`config.mk`:
```
export PLATFORM = sky130hd
export DESIGN_NAME = fifo_buffer_sync
export DESIGN_NICKNAME = d
export VERILOG_FILES = /design/src/rtl/fifo_buffer_sync.sv
export SDC_FILE = /design/constraint.sdc
export NUM_CORES = 1
export LEC_CHECK = 0
export BUFFER_PORTS_ARGS = -buffer_cell sky130_fd_sc_hd__buf_2
export CAP_MARGIN = 5
export CORE_MARGIN = 10
export CORE_UTILIZATION = 50
export DETAILED_ROUTE_END_ITERATION = 16
export GPL_TIMING_DRIVEN = 0
export PLACE_DENSITY = 0.69
export SYNTH_ARGS = -nofsm -noshare
export SYNTH_HDL_FRONTEND = slang
export SYNTH_SLANG_ARGS = --single-unit
```
`constraint.sdc`:
```
create_clock -name write_clk -period 2.77 [get_ports write_clk]
set_clock_uncertainty 0.1 [all_clocks]
set_input_delay 0.277 -clock write_clk [delete_from_list [all_inputs] [get_ports write_clk]]
set_output_delay 0.277 -clock write_clk [all_outputs]
set_load 0.1 [all_outputs]
```
`src/rtl/fifo_buffer_sync.sv`:
```
// Single-clock FIFO with wrap-around pointers, occupancy flags, sticky over/underflow and sync flush.
// Latency: show-ahead head word (mode 0) or 1-cycle registered pop (mode 1); pushes to a full FIFO are rejected unless a pop frees the slot.
module fifo_buffer_sync #(
    parameter int DATA_WIDTH      = 8,
    parameter int DEPTH           = 8,
    parameter int ALMOST_FULL     = DEPTH - 1,
    parameter int ALMOST_EMPTY    = 1,
    parameter int READ_REGISTERED = 0
) (
    input  logic                         write_clk,
    input  logic                         reset,
    input  logic                         clear,
    input  logic                         write_enable,
    input  logic [DATA_WIDTH-1:0]        write_data,
    input  logic                         read_enable,
    output logic [DATA_WIDTH-1:0]        read_data,
    output logic                         read_valid,
    output logic                         full,
    output logic                         empty,
    output logic                         almost_full,
    output logic                         almost_empty,
    output logic [$clog2(DEPTH+1)-1:0]   count,
    output logic                         overflow,
    output logic                         underflow
);

    localparam int CW = $clog2(DEPTH + 1);
    localparam int PW = $clog2(DEPTH);
    localparam logic [PW-1:0] LAST_PTR = PW'(DEPTH - 1);

    logic [DATA_WIDTH-1:0] mem_q [DEPTH];
    logic [PW-1:0]         wr_ptr_q, wr_ptr_d;
    logic [PW-1:0]         rd_ptr_q, rd_ptr_d;
    logic [CW-1:0]         count_q, count_d;
    logic                  overflow_q, overflow_d;
    logic                  underflow_q, underflow_d;

    logic read_ok;
    logic write_ok;
    logic push;
    logic pop;

    assign empty        = (count_q == '0);
    assign full         = (count_q == CW'(DEPTH));
    assign almost_full  = (int'(count_q) >= ALMOST_FULL);
    assign almost_empty = (int'(count_q) <= ALMOST_EMPTY);
    assign count        = count_q;
    assign overflow     = overflow_q;
    assign underflow    = underflow_q;

    // A pop in the same cycle frees the slot a push into a full FIFO needs.
    assign read_ok  = read_enable && !empty;
    assign write_ok = write_enable && (!full || read_ok);
    assign push     = write_ok && !clear;
    assign pop      = read_ok && !clear;

    always_comb begin
        wr_ptr_d    = wr_ptr_q;
        rd_ptr_d    = rd_ptr_q;
        count_d     = count_q;
        overflow_d  = overflow_q;
        underflow_d = underflow_q;
        if (clear) begin
            wr_ptr_d    = '0;
            rd_ptr_d    = '0;
            count_d     = '0;
            overflow_d  = 1'b0;
            underflow_d = 1'b0;
        end else begin
            if (push) begin
                wr_ptr_d = (wr_ptr_q == LAST_PTR) ? '0 : wr_ptr_q + PW'(1);
            end
            if (pop) begin
                rd_ptr_d = (rd_ptr_q == LAST_PTR) ? '0 : rd_ptr_q + PW'(1);
            end
            case ({push, pop})
                2'b10:   count_d = count_q + CW'(1);
                2'b01:   count_d = count_q - CW'(1);
                default: count_d = count_q;
            endcase
            overflow_d  = overflow_q  | (write_enable && !write_ok);
            underflow_d = underflow_q | (read_enable && !read_ok);
        end
    end

    always_ff @(posedge write_clk or negedge reset) begin
        if (!reset) begin
            wr_ptr_q    <= '0;
            rd_ptr_q    <= '0;
            count_q     <= '0;
            overflow_q  <= 1'b0;
            underflow_q <= 1'b0;
        end else begin
            wr_ptr_q    <= wr_ptr_d;
            rd_ptr_q    <= rd_ptr_d;
            count_q     <= count_d;
            overflow_q  <= overflow_d;
            underflow_q <= underflow_d;
        end
    end

    always_ff @(posedge write_clk or negedge reset) begin
        if (!reset) begin
            for (int i = 0; i < DEPTH; i++) begin
                mem_q[i] <= '0;
            end
        end else if (push) begin
            mem_q[wr_ptr_q] <= write_data;
        end
    end

    generate
        if (READ_REGISTERED != 0) begin : g_read_reg
            logic [DATA_WIDTH-1:0] rdata_q;
            logic                  rvalid_q;

            always_ff @(posedge write_clk or negedge reset) begin
                if (!reset) begin
                    rdata_q  <= '0;
                    rvalid_q <= 1'b0;
                end else begin
                    rvalid_q <= pop;
                    if (pop) begin
                        rdata_q <= mem_q[rd_ptr_q];
                    end
                end
            end

            assign read_data  = rdata_q;
            assign read_valid = rvalid_q;
        end else begin : g_read_ahead
            // Head word comes from storage only, so write_data never reaches read_data in the same cycle.
            assign read_data  = mem_q[rd_ptr_q];
            assign read_valid = !empty;
        end
    endgenerate

endmodule

```
==> reports/metrics.yaml <==
cts_tree: "done"
synthDistinctLibCells: 43
ys_warn_count: 0
grtUsageMet1_pct: 19.0
async_flop_share_pct: 100
vias: 2279
fin_nets: 328
hold_viol_final: 0
port_buffers: 31
wirelength_um: 7700
fin_crit_sh_pct: 95.6
synthCells: 264
crit_type: "reg -> out"
arrival_ns: 2.27
fillers: 574
startpoint_type: "register"
clockBufferDepth: 2
drv_slew: 0
synth_nets: 284
rsz0062_at_grt: "no"
min_path_type: "in -> reg"
first_global_vias: 2447
status: "complete, no violations"
cts_buffers: 9
area_growth_pct: 14.8
worstMarginPinSlew_ns: 0.887
postSynthAreaPerCell_um2: 14.4
grtUsageMet2_pct: 22.4
grt_first_pass_wirelength_um: 12900
antenna_found_initial: 0
cts.clk_slew.worst_paths_ns: 0.09
htree_levels: 3
max_cap_violations: 0
clockRootBuffer: "clkbuf_8"
ys_seq_elements: 76
antenna_left: 0
powerDensity_mw_per_mm2: 970
crit_path_end_kind: "output port"
num_antenna_cells: 0
dieArea_mm2: 0.0115
dpl.cell_count: 395
drc: 0
gp_congestion: 0.783
die_h_um: 107
post_cts.repair.setup_buffers: 0
netlist_area_mm2: 0.00381
slew-limit-headroom_pct: 40.5
clkLatencyLatePin_ns: 0.35
cp_max_fo: 10
grt.total_usage_pct: 14.5
stdcell_count: 412
finalSetupViolCount: 0
wl_per_cell_um: 18.7
globalRouteMet3Util_pct: 3.41
drive_gt1_share_pct: 50.8
crit_required_ns: 2.39
clock-sinks: 76
max_freq_mhz: 378
power_leakage_nw: 2.04
cp_cell_sequence: "buf_4, buf_6, mux4_2, mux2_2, buf_2"
top_usage_layer: "met2"
ir_worst_vdd_uv: 826
drtIter0Drc: 75
die_w_um: 107
coreArea_mm2: 0.00733
synth_edf_count: 0
start_util_pct: 51.9
synthFlopType: "dfrtp_1"
worst_slack_ns: 0.123
vias_per_cell: 5.53
grt_max_degree: 44
dp_hpwl_um: 5180
max_stage_delay_ns: 0.53
ios: 32
rows: 31
seq_area_frac_synth_pct: 50.0
min_period_ns: 2.65
pre_cts_slack_ns: -0.0142
overflow: 0
dr.pass1.iters: 4
cp_slowest_cell: "mux4_2"
==> repair_timing <==
action	CTS	global route
pin swaps	0	0
hold buffers	1	0
setup endpoints to repair	8	9
hold endpoints to repair	33	0
resized for setup	4	2
==> per-stage QoR <==
step / util (%) / cell area, um^2 / TNS (ns) / hold slack [ns] / power (mW)
global route: 59.6 / 4370 / 0 / 0.144 / 4.44
floorplan: - / 3820 / 0 / -0.119 / 3.01
detailed placement: 56.2 / 4120 / -0.0335 / 0.155 / 3.32
global placement: 55.9 / 4100 / -0.0303 / 0.383 / 3.29
finish: 59.6 / 4370 / 0 / 0.127 / 4.24
CTS: 59.5 / 4360 / 0 / 0.125 / 4.28
==> cell families after synthesis <==
group | share of synthesized area (%)
mux | 32.3
buf+inv | 2.40
compound gates | 3.78
flops | 50.0
fa+ha+maj | 2.30
xor+xnor | 0.230
simple gates | 8.97
==> cell usage after synthesis, drive strengths merged, types with 2 or more instances <==
| master | instances | area share, % |
|---|---|---|
| nand3 | 4 | 0.66 |
| nand2 | 14 | 1.6 |
| or3 | 3 | 0.49 |
| nor2 | 11 | 1.2 |
| inv | 4 | 0.39 |
| nand2b | 3 | 0.49 |
| a221oi | 4 | 1.1 |
| nand3b | 2 | 0.39 |
| ha | 7 | 2.3 |
| a21oi | 10 | 1.3 |
| mux2 | 72 | 23 |
| nor3 | 4 | 0.79 |
| clkbuf | 7 | 0.69 |
| nor2b | 3 | 0.49 |
| mux4 | 16 | 9.5 |
| buf | 7 | 1.3 |
| dfrtp | 76 | 50 |
==> flip-flops by register name (all words and copies together) (netlist names) <==
name	flops
rd_ptr_q	3
overflow	1
underflow	1
count	4
wr_ptr_q	3
mem_q	64
==> metal layers <==
layer,vias up,part of all wire [%]
met4,0,1.8
met2,38,47
met3,12,4.2
met1,1158,47
met5,-,0
li1,1071,-
==> where the power goes <==
part | leakage (nW) | internal [mW] | switching (mW)
clock | 0.110 | 0.512 | 0.429
sequential | 1.01 | 1.30 | 0.115
combinational | 0.924 | 0.573 | 1.31
==> critical path, delay by kind of cell, from the launching register on <==
kind	cells	cell delay (ns)
flops	1	0.36
buf+inv	3	0.75
mux	2	0.80
==> path summary, 6_finish.rpt <==
kind	start	end	slack, ns	cells after the start
max in group asynchronous	reset	count[0]	1.68	3
setup reg to reg	count[1]	mem_q[13]	0.19	6
hold reg to reg	mem_q[37]	mem_q[37]	0.41	1
min in group asynchronous	reset	mem_q[24]	0.31	2
setup / recovery	rd_ptr_q[0]	read_data[3]	0.12	5
hold / removal	clear	count[2]	0.13	2
==> layout by cell type, fill, tap and decap left out, types with 2 or more instances in the layout <==
| cell type | count |
|---|---|
| nor2_2 | 3 |
| clkbuf_1 | 5 |
| ha_1 | 7 |
| dfrtp_1 | 74 |
| clkbuf_8 | 9 |
| buf_6 | 3 |
| bufinv_16 | 2 |
| nand3b_1 | 2 |
| buf_2 | 30 |
| nor2b_1 | 3 |
| mux4_2 | 16 |
| mux2_4 | 16 |
| inv_1 | 3 |
| nor3_2 | 3 |
| nand2b_1 | 3 |
| clkinv_4 | 2 |
| mux2_2 | 56 |
| or3_1 | 3 |
| nand2_1 | 13 |
| clkbuf_2 | 2 |
| nor2_1 | 8 |
| dfrtp_2 | 2 |
| buf_4 | 4 |
| a21oi_1 | 10 |
| nand3_1 | 3 |
| a221oi_1 | 3 |
==> layout make-up <==
class                           count  area, um^2  share of cell area, %
Clock buffer                        9         124                   2.84
Buffer                             14        90.1                   2.06
Clock inverter                      7        98.8                   2.26
Inverter                            4        17.5                  0.401
Tap cell                           99         124                   2.84
Sequential cell                    76        1900                   43.6
Timing Repair Buffer               33         190                   4.35
Multi-Input combinational cell    170        1820                   41.7
No activity file was read; power rests on OpenSTA's default activity.
